==> src/rtl/alpha_norm_lifo.sv <==
// Alpha-metric normalizer and window LIFO for the SISO turbo decoder.
// Each accepted vector is min-subtracted and saturated, then the window is replayed newest-first.
module alpha_norm_lifo #(
  parameter int unsigned NUM_STATES = 8,
  parameter int unsigned W          = 8,
  parameter int unsigned WIN_LEN    = 16
) (
  input  logic                          clk,
  input  logic                          rst,
  input  logic                          in_valid,
  output logic                          in_ready,
  input  logic [NUM_STATES*W-1:0]       in_alpha,
  input  logic                          in_last,
  output logic                          out_valid,
  input  logic                          out_ready,
  output logic [NUM_STATES*W-1:0]       out_alpha,
  output logic                          out_last,
  output logic [W-1:0]                  norm_min,
  output logic                          sat_flag,
  output logic [$clog2(WIN_LEN+1)-1:0]  count
);

  localparam int unsigned CW = $clog2(WIN_LEN + 1);
  localparam int unsigned AW = (WIN_LEN > 1) ? $clog2(WIN_LEN) : 1;
  localparam int unsigned VW = NUM_STATES * W;
  localparam logic [W-1:0] MAXV = {1'b0, {(W-1){1'b1}}};

  typedef enum logic {FILL, DRAIN} state_t;

  state_t              state;
  logic [VW-1:0]       mem [WIN_LEN];
  logic signed [W-1:0] min_c;
  logic [W:0]          diff_c [NUM_STATES];
  logic [VW-1:0]       norm_c;
  logic                sat_c;
  logic                accept;
  logic [AW-1:0]       wr_idx;
  logic [AW-1:0]       rd_idx;

  // Signed minimum across all states of the incoming vector
  always_comb begin
    min_c = $signed(in_alpha[W-1:0]);
    for (int i = 1; i < NUM_STATES; i++) begin
      if ($signed(in_alpha[i*W +: W]) < min_c) min_c = $signed(in_alpha[i*W +: W]);
    end
  end

  // Subtract in W+1 bits; anything beyond the positive W-bit range clips to MAXV
  always_comb begin
    norm_c = '0;
    sat_c  = 1'b0;
    for (int i = 0; i < NUM_STATES; i++) begin
      diff_c[i] = {in_alpha[i*W+W-1], in_alpha[i*W +: W]} - {min_c[W-1], min_c};
      if (diff_c[i][W:W-1] != 2'b00) begin
        norm_c[i*W +: W] = MAXV;
        sat_c            = 1'b1;
      end else begin
        norm_c[i*W +: W] = diff_c[i][W-1:0];
      end
    end
  end

  assign in_ready  = !rst && (state == FILL);
  assign out_valid = !rst && (state == DRAIN);
  assign accept    = in_valid && in_ready;
  assign wr_idx    = AW'(count);
  assign rd_idx    = AW'(count - CW'(1));
  assign out_alpha = out_valid ? mem[rd_idx] : '0;
  assign out_last  = out_valid && (count == CW'(1));

  // Window storage; contents are don't-care after reset
  always_ff @(posedge clk) begin
    if (accept) mem[wr_idx] <= norm_c;
  end

  // Fill/drain control, occupancy and status
  always_ff @(posedge clk) begin
    if (rst) begin
      state    <= FILL;
      count    <= '0;
      norm_min <= '0;
      sat_flag <= 1'b0;
    end else begin
      case (state)
        FILL: begin
          if (accept) begin
            count    <= count + CW'(1);
            norm_min <= min_c;
            sat_flag <= sat_flag | sat_c;
            if (in_last || (count == CW'(WIN_LEN - 1))) state <= DRAIN;
          end
        end
        DRAIN: begin
          if (out_ready) begin
            count <= count - CW'(1);
            if (count == CW'(1)) state <= FILL;
          end
        end
        default: state <= FILL;
      endcase
    end
  end

endmodule

==> config.mk <==
export PLATFORM = sky130hd
export DESIGN_NAME = alpha_norm_lifo
export DESIGN_NICKNAME = d
export VERILOG_FILES = /design/src/rtl/alpha_norm_lifo.sv
export SDC_FILE = /design/constraint.sdc
export NUM_CORES = 1
export LEC_CHECK = 0
export CAP_MARGIN = 5
export CORE_MARGIN = 2
export CORE_UTILIZATION = 60
export CTS_CLUSTER_SIZE = 24
export DETAILED_ROUTE_END_ITERATION = 8
export PLACE_DENSITY_LB_ADDON = 0.25
export RECOVER_POWER = 50
export SYNTH_ARGS = -nofsm -noshare
export SYNTH_HDL_FRONTEND = slang
export SYNTH_SLANG_ARGS = --single-unit
==> constraint.sdc <==
create_clock -name clk -period 54.4 [get_ports clk]
set_input_delay 10.88 -clock clk [delete_from_list [all_inputs] [get_ports clk]]
set_output_delay 10.88 -clock clk [all_outputs]
set_load 0.005 [all_outputs]
==> flow_summary.ini <==
[floorplan]
dieArea_um2 = 77040
core_um2 = 74320
die_x_um = 277.6
start_util_pct = 60.41
die_h_um = 277.6
rows = 100
ios = 150

[cells_and_area]
fin_nets = 2928
drive_above_1_share_pct = 17.03
n_antenna_cell = 0
area_growth_pct = 13.75

[logic_synthesis]
synth-xor-area-share_pct = 0.5072
synth_common_cells = edfxtp_1 (1024), mux4_2 (256), a211oi_1 (142)
synth_top_family_by_area = multiplexers
synth-simple-area-share_pct = 3.464
synthFlopType = edfxtp_1
synthAdderAreaFrac_pct = 3.645
syn_inst = 2426
synthTopCellsByArea = edfxtp_1 (68%), mux4_2 (13%), ha_1 (3.3%)
synth-warning-count = 0
synth_edf_count = 1024
async_reset_ff_share_pct = 0
yosysMostFrequentCell = edfxtp_1
synthesis.area_um2 = 44900
synth_cell_types = 80
synth_mux_area_share_pct = 14.92
synth_top_area_share_pct = 68.48
synth-seq-cells = 1039
synth.avg_cell_area_um2 = 18.51
yosysSeqAreaShare_pct = 69.15
yosysTopAreaCell = edfxtp_1
synth_compound_area_share_pct = 6.473

[cts]
clock_sinks = 1039
postCtsHoldBufs = 0
root_buffer = clkbuf_16
cts_buffers = 98
cts_max_level = 3
clk_pin_slew_ns = 0.07
clockBufferDepth = 3
insertion_delay_ns = 0.66
cts.repair.resized = 0
postCtsSetupRepairBufs = 0
tritoncts = built

[drt]
routed_wl_mm = 109.9
dr.pass1.iters = 6
routedWlPerCell_um = 29.06
antenna_left = 0
drt_iter0_drc = 3062
vias_per_cell = 6.615
drc = 0
vias = 25010

[sta]
tns_ns = 0
tightest_slew_ns = 4.271
post-route-period-util_pct = 52.31
slew_headroom_pct = -184.8
whs_ns = 0.4915
report.final.setup_viol = 0
rsz0062_at_grt = false
hold_viol_final = 0
finalMaxSlewViolations = 1110
finalClockSkew_ns = 0.03645
max_freq_ghz = 0.03514
period_minus_slack_ns = 28.46

[setup_path]
rrSetupSlack_ns = 46.16
path_max_fanout = 16
r2r_end = mem[7][15]$_DFFE_PP_
critPathMaxStageDelay_ns = 0.83
worstRegToRegCells = 3
cp-end-kind = flip-flop
cp_slowest_cell = a211oi_1
required_ns = 54.64
rr_startpoint = count[0]$_SDFFE_PP0P_
worstPathArrival_ns = 28.69
critical_path_class = in2reg
start_kind = input port

[global_route]
grt_usage_pct = 28.94
grt_max_degree = 147
antenna_found_initial = 1
grt_pass1_wl_mm = 163.7
grt_pass1_vias = 26004
overflow = 0

[min_path]
min_from = sat_flag$_SDFFE_PP0P_
hold_path_depth = 2
min_path_type = reg2reg
hold_path_end = sat_flag$_SDFFE_PP0P_

[place]
hpwlAfterDp_mm = 61.43
port_buffers = 149
gp_routability_congestion = 0.9579

[outcome]
status = finished with violations
violations = capacitance limit, slew limit

[run]
drv_cap = 33
area by class of cell:
cell class,count,area (um2)
flip-flops and latches,1039,31050
fillers,4676,23240
multi-input cells,1308,13540
clock buffers,113,2530
repair buffers,198,1826
well taps,969,1212
clock inverters,66,584.3
inverters,88,330.3
cells in the final DEF (no fill, tap or decap), drive strengths merged, types with 14 or more instances in the layout:
| cell | n |
|---|---|
| buf | 30 |
| o21bai | 18 |
| nor2 | 34 |
| o21ai | 87 |
| and2 | 15 |
| edfxtp | 1024 |
| nor2b | 86 |
| clkdlybuf4s50 | 135 |
| conb | 128 |
| dlygate4sd3 | 14 |
| clkbuf | 132 |
| dfxtp | 15 |
| mux4 | 256 |
| nand2 | 71 |
| inv | 91 |
| a21oi | 41 |
| a211oi | 143 |
| mux2i | 77 |
| ha | 118 |
| xnor2 | 19 |
| clkinv | 47 |
| nand2b | 14 |
worst max-delay path by stage:
stage	endpoint	from	slack (ns)	cells past startpoint
final	mem[13][28]$_DFFE_PP_	in_alpha[5]	25.94	65
after detailed placement	mem[4][59]$_DFFE_PP_	in_alpha[5]	25.64	67
after CTS	mem[15][59]$_DFFE_PP_	in_alpha[5]	26.33	67
after global placement	mem[4][59]$_DFFE_PP_	in_alpha[5]	26.34	67
after global routing	mem[6][42]$_DFFE_PP_	in_alpha[5]	24.63	67
after floorplan	mem[0][43]$_DFFE_PP_	in_alpha[5]	27.85	74
layer usage:
| layer | up-vias | wire, um | track usage (%) |
|---|---|---|---|
| li1 | 10461 | - | - |
| met1 | 12914 | 43630 | 41.02 |
| met2 | 1413 | 53440 | 47.18 |
| met3 | 220 | 9982 | 4.834 |
| met4 | 2 | 2809 | 8.316 |
| met5 | - | 7 | 0 |
worst max-delay path, delay by kind of cell:
family,cells,cell delay [ns]
AOI/OAI and AO/OA,36,10.03
adders and majority gates,8,2.40
buffers and inverters,5,0.78
muxes,5,1.95
and+or+nand+nor,11,2.60
metrics by stage:
step | instances | instance area, um2 | setup slack, ns | utilization (%)
2_1_floorplan | 2553 | 45380 | 27.85 | -
3_3_place_gp | 3602 | 48090 | 26.34 | 64.71
3_5_place_dp | 3602 | 48090 | 25.64 | 64.71
4_1_cts | 3781 | 51200 | 26.33 | 68.90
5_1_grt | 3781 | 51080 | 24.63 | 68.72
6_report | 3781 | 51080 | 25.94 | 68.72
flip-flops by register name (all words and copies together) (netlist names):
signal / cells
norm_min: 8
mem: 1024
sat_flag: 1
state: 1
count: 5
cell families (layout without fill, tap and decap cells):
group,Yosys count,count (layout)
flip-flops,1039,1039
AO/OA/AOI/OAI,396,396
multiplexers,346,346
AND/OR/NAND/NOR,286,286
buffers and inverters,206,465
adder cells (fa/ha/maj),126,126
XOR/XNOR,26,26
other,1,128
Power is not shown: default switching activity piles up to over one toggle a cycle in this logic, so the estimate is an artifact.
